$ cat src/rtl/lsu_pkg.sv
// Shared types and constants for the load/store unit: FSM states, funct3
// encodings, error codes and the default memory timeout.
package lsu_pkg;

    typedef enum logic [1:0] {
        ST_IDLE,
        ST_REQ,
        ST_DONE
    } lsu_state_e;

    typedef enum logic [1:0] {
        ERR_NONE     = 2'd0,
        ERR_MISALIGN = 2'd1,
        ERR_FUNCT3   = 2'd2,
        ERR_TIMEOUT  = 2'd3
    } lsu_err_e;

    localparam logic [2:0] F3_B  = 3'b000;
    localparam logic [2:0] F3_H  = 3'b001;
    localparam logic [2:0] F3_W  = 3'b010;
    localparam logic [2:0] F3_BU = 3'b100;
    localparam logic [2:0] F3_HU = 3'b101;

    localparam int unsigned LSU_TIMEOUT_DEFAULT = 255;

    // Unsigned widths exist only for loads; stores accept B/H/W.
    function automatic logic f3_legal(input logic [2:0] f3, input logic is_store);
        logic ok;
        ok = 1'b0;
        case (f3)
            F3_B, F3_H, F3_W: ok = 1'b1;
            F3_BU, F3_HU:     ok = !is_store;
            default:          ok = 1'b0;
        endcase
        return ok;
    endfunction

    function automatic logic misaligned(input logic [2:0] f3, input logic [1:0] byte_off);
        logic bad;
        bad = 1'b0;
        case (f3[1:0])
            2'b01:   bad = byte_off[0];
            2'b10:   bad = (byte_off != 2'b00);
            default: bad = 1'b0;
        endcase
        return bad;
    endfunction

endpackage

$ cat src/rtl/lsu_align.sv
// Combinational lane logic: store data replication / byte enables and
// load byte/halfword selection with sign or zero extension.
module lsu_align
    import lsu_pkg::*;
(
    input  logic [2:0]  funct3,
    input  logic [1:0]  byte_off,
    input  logic [31:0] store_data,
    input  logic [31:0] rdata,
    output logic [31:0] wdata,
    output logic [3:0]  wstrb,
    output logic [31:0] load_ext
);

    logic [7:0]  byte_sel;
    logic [15:0] half_sel;

    always_comb begin
        wdata = store_data;
        wstrb = 4'b1111;
        case (funct3[1:0])
            2'b00: begin
                wdata = {4{store_data[7:0]}};
                wstrb = 4'b0001 << byte_off;
            end
            2'b01: begin
                wdata = {2{store_data[15:0]}};
                wstrb = 4'b0011 << {byte_off[1], 1'b0};
            end
            default: begin
                wdata = store_data;
                wstrb = 4'b1111;
            end
        endcase
    end

    always_comb begin
        byte_sel = rdata[{byte_off, 3'b000} +: 8];
        half_sel = byte_off[1] ? rdata[31:16] : rdata[15:0];
        case (funct3)
            F3_B:    load_ext = {{24{byte_sel[7]}}, byte_sel};
            F3_BU:   load_ext = {24'd0, byte_sel};
            F3_H:    load_ext = {{16{half_sel[15]}}, half_sel};
            F3_HU:   load_ext = {16'd0, half_sel};
            default: load_ext = rdata;
        endcase
    end

endmodule

$ cat src/rtl/load_store_unit.sv
// Load/store unit: accepts one core memory operation, issues a single
// word-aligned request, waits for ack or timeout, and reports completion.
module load_store_unit
    import lsu_pkg::*;
#(
    parameter int unsigned TIMEOUT_CYCLES = LSU_TIMEOUT_DEFAULT
)
(
    input  logic        clk,
    input  logic        rst,
    input  logic        start,
    input  logic        memRead,
    input  logic        memWrite,
    input  logic [2:0]  funct3,
    input  logic [31:0] ALUout,
    input  logic [31:0] storeData,
    output logic        busy,
    output logic        done,
    output logic [31:0] loadData,
    output logic [1:0]  errCode,
    output logic        memReq,
    output logic        memWe,
    output logic [31:0] memAddr,
    output logic [31:0] memWdata,
    output logic [3:0]  memWstrb,
    input  logic [31:0] memRdata,
    input  logic        memAck
);

    localparam int unsigned CNT_W = (TIMEOUT_CYCLES > 1) ? $clog2(TIMEOUT_CYCLES) : 1;
    localparam logic [CNT_W-1:0] CNT_LAST = CNT_W'(TIMEOUT_CYCLES - 1);

    lsu_state_e  state, state_next;
    lsu_err_e    err_q, err_next;
    logic [31:0] addr_q;
    logic [31:0] sdata_q;
    logic [2:0]  f3_q;
    logic        store_q;
    logic [CNT_W-1:0] cnt_q;
    logic [31:0] load_q;

    logic        op_valid;
    logic        accept;
    logic [31:0] lane_wdata;
    logic [3:0]  lane_wstrb;
    logic [31:0] lane_load;

    assign op_valid = memRead ^ memWrite;
    assign accept   = (state == ST_IDLE) && start && op_valid;

    lsu_align u_align (
        .funct3     (f3_q),
        .byte_off   (addr_q[1:0]),
        .store_data (sdata_q),
        .rdata      (memRdata),
        .wdata      (lane_wdata),
        .wstrb      (lane_wstrb),
        .load_ext   (lane_load)
    );

    always_ff @(posedge clk or posedge rst) begin
        if (rst) state <= ST_IDLE;
        else     state <= state_next;
    end

    always_comb begin
        state_next = state;
        err_next   = err_q;
        case (state)
            ST_IDLE: begin
                if (accept) begin
                    if (!f3_legal(funct3, memWrite)) begin
                        state_next = ST_DONE;
                        err_next   = ERR_FUNCT3;
                    end else if (misaligned(funct3, ALUout[1:0])) begin
                        state_next = ST_DONE;
                        err_next   = ERR_MISALIGN;
                    end else begin
                        state_next = ST_REQ;
                        err_next   = ERR_NONE;
                    end
                end
            end
            ST_REQ: begin
                // Ack is checked first so it wins over a simultaneous timeout.
                if (memAck) begin
                    state_next = ST_DONE;
                    err_next   = ERR_NONE;
                end else if (cnt_q == CNT_LAST) begin
                    state_next = ST_DONE;
                    err_next   = ERR_TIMEOUT;
                end
            end
            ST_DONE: state_next = ST_IDLE;
            default: state_next = ST_IDLE;
        endcase
    end

    always_comb begin
        busy     = accept || (state == ST_REQ);
        done     = (state == ST_DONE);
        errCode  = (state == ST_DONE) ? err_q : ERR_NONE;
        memReq   = (state == ST_REQ);
        memWe    = (state == ST_REQ) && store_q;
        memAddr  = (state == ST_REQ) ? {addr_q[31:2], 2'b00} : '0;
        memWdata = memWe ? lane_wdata : '0;
        memWstrb = memWe ? lane_wstrb : '0;
    end

    always_ff @(posedge clk or posedge rst) begin
        if (rst) begin
            err_q   <= ERR_NONE;
            addr_q  <= '0;
            sdata_q <= '0;
            f3_q    <= '0;
            store_q <= 1'b0;
            cnt_q   <= '0;
            load_q  <= '0;
        end else begin
            err_q <= err_next;
            if (accept) begin
                addr_q  <= ALUout;
                sdata_q <= storeData;
                f3_q    <= funct3;
                store_q <= memWrite;
            end
            if (state == ST_REQ) cnt_q <= cnt_q + 1'b1;
            else                 cnt_q <= '0;
            if ((state == ST_REQ) && memAck && !store_q) load_q <= lane_load;
        end
    end

    assign loadData = load_q;

endmodule
$ cat config.mk
export PLATFORM = sky130hd
export DESIGN_NAME = load_store_unit
export DESIGN_NICKNAME = d
export VERILOG_FILES = /design/src/rtl/lsu_pkg.sv /design/src/rtl/lsu_align.sv /design/src/rtl/load_store_unit.sv
export SDC_FILE = /design/constraint.sdc
export NUM_CORES = 1
export LEC_CHECK = 0
export CORE_UTILIZATION = 45
export DETAILED_ROUTE_END_ITERATION = 10
export HOLD_SLACK_MARGIN = 0.02
export PLACE_DENSITY = 0.8
export SETUP_SLACK_MARGIN = 0.2
export SYNTH_ARGS = -nofsm -noshare
export SYNTH_HDL_FRONTEND = slang
export SYNTH_SLANG_ARGS = --single-unit
$ cat constraint.sdc
create_clock -name clk -period 4.6 [get_ports clk]
set_clock_uncertainty 0.05 [all_clocks]
set_input_delay 0.69 -clock clk [delete_from_list [all_inputs] [get_ports clk]]
set_output_delay 0.69 -clock clk [all_outputs]
set_load 0.005 [all_outputs]
# Word-level counts from Yosys, hierarchy flattened
# Index checks and enable logic that the tools add are counted.
[word_totals] reg_bits=112 word_cells=74 output_inout_bits=106
[classes] mux=28 n_eq_ne=15 n_addsub=1 n_shift=3 bitwise_logic=1 reduce_logical=18
[ops] op="32-bit case mux with 4 select lines" count=1
[ops] op="32-bit 2-to-1 mux" count=2
[ops] op="32-bit case mux with 2 select lines" count=1
[ops] op="32-bit by 6-bit variable part select with 8-bit output" count=1
[ops] op="2-bit 2-to-1 mux" count=10
[ops] op="16-bit 2-to-1 mux" count=1
[ops] op="3-bit == test, second input constant" count=4
[ops] op="8-bit by 1-bit adder with 8-bit output, second input constant" count=1
[ops] op="8-bit == test, second input constant" count=1
[ops] op="8-bit 2-to-1 mux" count=1
[ops] op="2-bit case mux with 2 select lines" count=2
[ops] op="4-bit case mux with 2 select lines" count=1
[ops] op="2-bit by 1-bit == test with 1-bit output, second input constant" count=3
[ops] op="3-bit by 1-bit == test with 1-bit output, second input constant" count=2
[ops] op="3-bit zero test" count=2
[ops] op="1-bit 2-to-1 mux" count=6
[ops] op="1-bit logical AND" count=5
[ops] op="2-bit == test, second input constant" count=2
[ops] op="2-bit zero test" count=2
[ops] op="4-bit 2-to-1 mux" count=1
[ops] op="1-bit case mux with 2 select lines" count=2
[ops] op="2-bit nonzero test" count=2
[ops] op="1-bit by 2-bit left shift with 4-bit output, first input constant" count=1
[ops] op="2-bit by 2-bit left shift with 4-bit output, first input constant" count=1
[ops] op="other kinds (10)" count=11

# Depth between registers and ports, before layout
[logic_depth] depth_word=12 mapped_depth=7

# Hierarchy
# A second synthesis with hierarchy kept.
[unflattened] cells_unflattened=700 area_unflattened_um2=6179.7
[modules_own_cells] mod="load_store_unit" instances=1 seq_area_each_um2=2802.7 cells_per_inst=511 area_per_inst_um2=4917.2
[modules_own_cells] mod="lsu_align" instances=1 seq_area_each_um2=0.0 cells_per_inst=189 area_per_inst_um2=1262.5

# Worst setup path before layout
# Ideal clock, no wire load.
[synth_timing] path_kind="reg-to-output" from="reg state[1]" to="out memWdata[23]" arrival_time_ns=1.384 stages_incl_launch_ff=8 path_slack_ns=2.476 required_ns=3.860 cell_sequence="dfrtp_1 -> nand2b_1 -> buf_2 -> inv_2 -> nand2_1 -> clkbuf_1 -> buf_2 -> nor2_1"
[synth_between] elab_chain_len=3
[synth_rtl] item="from (decl)" line="load_store_unit.sv:33" text="lsu_state_e state, state_next;"
[synth_rtl] item="from (signal assigned)" line="load_store_unit.sv:63" text="else state <= state_next;"
[synth_rtl] item="2-bit by 1-bit == test with 1-bit output" line="load_store_unit.sv:104" text="memWe = (state == ST_REQ) && store_q;"
[synth_rtl] item="1-bit logical AND" line="load_store_unit.sv:104"
[synth_rtl] item="32-bit 2-to-1 mux" line="load_store_unit.sv:106" text="memWdata = memWe ? lane_wdata : '0;"
[synth_rtl] item="to (decl)" line="load_store_unit.sv:24" text="output logic [31:0] memWdata,"
# Every way passes these cells.

# Worst setup path after layout
[layout_timing] from="reg state[1]" to="out memWdata[13]"
# The elaborated chain is that of the path after synthesis.

==> impl_summary.log <==
[metrics] peak fanout along the critical path: 29
[metrics] die outline width: 116 um
[metrics] via count of the first global-routing pass: 5221
[metrics] Synth top cells by count: dfrtp_1 (112), mux2_2 (72), nor2_1 (59), nand2_1 (53), o21ai_0 (33)
[metrics] global placer's final weighted congestion: 0.861
[metrics] Final Hold Viols: 0
[metrics] biggest area consumer among synthesized cells: dfrtp_1
[metrics] number of maximum-capacitance constraint violations: 0
[metrics] wire length of the first global-routing pass: 26200 um
[metrics] NumNets Final: 876
[metrics] part of the total power dissipated in sequential elements: 0.396
[metrics] post-placement cell count: 927
[metrics] Cell Int Power: 0.00279 W
[metrics] run status: finished clean
[metrics] H-tree levels: 3
[metrics] number of placed I/O pins: 211
[metrics] final core utilization: 0.661
[metrics] switching pwr: 0.00131 W
[metrics] number of antenna violations at the first check in global routing: 0
[metrics] Critical path origin: state[1]
[metrics] post-cts resize count: 0
[metrics] core region area: 0.0127 mm^2
[metrics] async set-reset flop share out of synthesis: 1.00
[metrics] tightest slew margin relative to the limit: 0.368
[metrics] pins over their slew limit: 0
[metrics] total number of vias: 5145
[metrics] DR vias/cell: 5.46
[metrics] detailed-routed wire length on met3: 1480 um
[metrics] endpoint arrival time on the critical path: 2.75 ns
[metrics] Switching Fraction: 0.320
[metrics] critical path, cell by cell: nand2b_1, inv_2, nand2_1, a21oi_1, clkdlybuf4s50_1
[metrics] uppermost layer routed: met4
[metrics] Clock Tree Buf Depth: 2
[metrics] type of element capturing the critical path: output pin
[metrics] multi-input gate area in the final layout: 0.00279 mm^2
[metrics] number of cells produced by synthesis: 582
[metrics] Row Count: 41
[metrics] Detail Route Antenna Nets: 0
[metrics] sum of met2 wire segment lengths after detailed routing: 8120 um
[metrics] worst supply voltage drop on vdd: 0.267 mV
[metrics] maximum frequency from static timing analysis: 286 MHz
[metrics] TritonCTS Buffers: 9
[metrics] Total Die Area: 0.0135 mm^2
[metrics] startpoint-to-endpoint class of the critical path: reg -> out
[metrics] area added between synthesis and finish: 42.8%
[metrics] top-area cell type share of the netlist area: 0.478
[metrics] Clk Latency, worst-skew pair: 0.35 ns
[metrics] initial core utilization: 0.463
[metrics] Register-to-Register Setup Slack: 2.23 ns
[metrics] HPWL reported at the end of detailed placement: 12200 um
[metrics] Crit path buffers/inverters: 2
[metrics] FF+latch count, synth: 112
[metrics] fraction of power consumed by the clock network: 0.233
[metrics] Finished Layout Cells: 943
[metrics] post-route fraction of the period consumed by the critical path: 0.759
[metrics] Power Dens Cells: 490 mW/mm^2
[metrics] pre-CTS worst setup slack: 1.50 ns
[metrics] share of synthesized area occupied by flip-flops and latches: 0.478
[metrics] Post-Syn Area per Cell: 10.1 um^2
[metrics] # setup viols final: 0
[metrics] Layout fillers: 1005
[metrics] critical-path cell with the highest stage delay: clkdlybuf4s50_1
[metrics] RSZ-0062 raised after global routing: no
[metrics] hold crit path type: reg -> reg
[metrics] number of buffers inserted to repair setup after CTS: 0
[metrics] worst setup slack after layout: 1.11 ns
[metrics] final period demand of the worst path: 3.49 ns
[metrics] Final Routed Wirelength: 16800 um
[metrics] routed wirelength normalized by instance count: 17.8 um
[metrics] proportion of layout cells with a drive suffix above 1: 0.147
[metrics] CP max stage delay: 0.57 ns
[metrics] clock-pin slew on the worst setup and hold paths: 0.07 ns
[metrics] wire length on met1: 6720 um
[metrics] clock tree from TritonCTS: built
[metrics] Antenna Diode Count: 0
[metrics] Die Y: 116 um
[metrics] worst slew pin tran: 0.948 ns
[metrics] critical register-to-register path startpoint: store_q
[metrics] Yosys warnings: 0
[metrics] sort of element at the start of the critical path: flop
[metrics] Leak: 3.50 nW
[metrics] Total Routing Usage GR: 0.256
[metrics] required time of the critical path: 3.86 ns
[metrics] part of the total power dissipated in combinational logic: 0.371
[metrics] leftover overflow at the end of global routing: 0
[metrics] number of synthesized flops with an enable pin: 0
[metrics] Worst Reg-to-Reg Cells: 5
[metrics] I/O Buffers: 208
[metrics] summed negative setup slack over all endpoints: 0 ns
[metrics] root buf cell: clkbuf_16
[metrics] cell types occupying the most area after synthesis: dfrtp_1 (48%), mux2_2 (14%), nor2_1 (3.8%)
[metrics] Synth Cell Area: 0.00587 mm^2
[metrics] Post-CTS Hold Fix Bufs: 0
[metrics] logic depth of the worst path, buffers included: 5
[metrics] ys flop type: dfrtp_1
[metrics] area taken by flip-flops and latches: 0.00280 mm^2
[metrics] largest net degree at the start of global routing: 74
[metrics] count leader, synth: dfrtp_1
[metrics] DR pass1 iterations: 6
[metrics] remaining routing DRC violations: 0
[metrics] # clock sinks: 112
[metrics] DRC violation total after the first TritonRoute iteration: 338
[metrics] worst-case hold slack: 0.434 ns
[metrics] number of different library cells in the post-synthesis netlist: 47
[metrics] destination of the critical timing path: memWdata[13]
[metrics] Crit path max-delay family: simple AND/OR/NAND/NOR gates
[metrics] end of the worst register-to-register path: loadData[29]
power groups by stage:
stage	clock network [W]	logic, W	registers (W)
after global placement	0	0.00148	0.00161
after detailed placement	0	0.00152	0.00164
after floorplan	0	0.000916	0.00153
after global routing	0.00102	0.00166	0.00167
final	0.000957	0.00152	0.00162
after CTS	0.000972	0.00153	0.00162
logic make-up (layout without fill, tap and decap cells):
group | Yosys count | in the layout | synth area share
AO/OA/AOI/OAI | 100 | 100 | 0.0981
XOR/XNOR | 5 | 5 | 0.00747
adder cells (fa/ha/maj) | 5 | 5 | 0.0107
buffers and inverters | 59 | 247 | 0.0480
flip-flops | 112 | 112 | 0.478
multiplexers | 93 | 93 | 0.176
other | 1 | 2 | 0.000639
AND/OR/NAND/NOR | 207 | 207 | 0.181
cells in the final DEF, fill, tap and decap left out, types with 3 or more instances in the layout:
cell type,netlist,layout
nand2_1,53,53
nor3b_1,7,7
and3_1,9,9
a21oi_1,32,32
nand2b_1,5,4
buf_4,4,6
o22ai_1,8,8
inv_1,15,14
mux2_2,72,72
clkdlybuf4s50_1,0,208
a222oi_1,3,3
o21ai_0,33,33
a22oi_1,5,5
or3_1,3,3
mux2i_1,20,20
xor2_1,3,3
dfrtp_1,112,111
o21ai_1,3,3
nor3b_2,9,9
bufinv_16,0,4
nor2_1,59,59
nor2b_1,3,3
nand3_1,21,21
ha_1,5,5
a31oi_1,5,5
and2_1,32,32
clkbuf_16,0,9
how the worst min path moves through the flow:
stage	to	from	depth (start not counted)	slack, ns
floorplan	cnt_q[0]	cnt_q[0]	1	0.40
global placement	f3_q[0]	f3_q[0]	2	0.42
detailed placement	f3_q[0]	f3_q[0]	2	0.42
CTS	f3_q[0]	f3_q[0]	2	0.44
global route	f3_q[0]	f3_q[0]	2	0.46
finish	f3_q[0]	f3_q[0]	2	0.43
sequential cells by signal, indices dropped and copies added (netlist names):
signal / cells
addr_q: 32
loadData: 32
sdata_q: 32
cnt_q: 8
f3_q: 3
err_q: 2
state: 2
store_q: 1
worst reg2reg max path, stage by stage, from the launching register on:
cell and delay [ns]:
dfrtp_1 0.53, and4bb_2 0.95, o21ai_1 0.17, buf_4 0.26, nor3b_1 0.22, nor2_1 0.08
cell type report:
class | count | share of cell area
multi-input cells | 412 | 0.333
well taps | 172 | 0.0257
clock buffers | 10 | 0.0285
repair buffers | 214 | 0.254
inverters | 17 | 0.00792
clock inverters | 6 | 0.0155
flip-flops and latches | 112 | 0.335
per-stage QoR:
stage	total power [W]	instance area [um^2]
final	0.00410	8370
after global routing	0.00435	8370
after CTS	0.00412	8370
after detailed placement	0.00316	8010
after global placement	0.00310	8010
after floorplan	0.00244	5870
routing by layer:
metal | GRT usage | vias to the layer above
met2 | 0.431 | 232
met1 | 0.301 | 2513
met3 | 0.0768 | 34
met5 | 0 | -
met4 | 0.119 | 0
li1 | - | 2366
(Power assumes the default switching activity.)
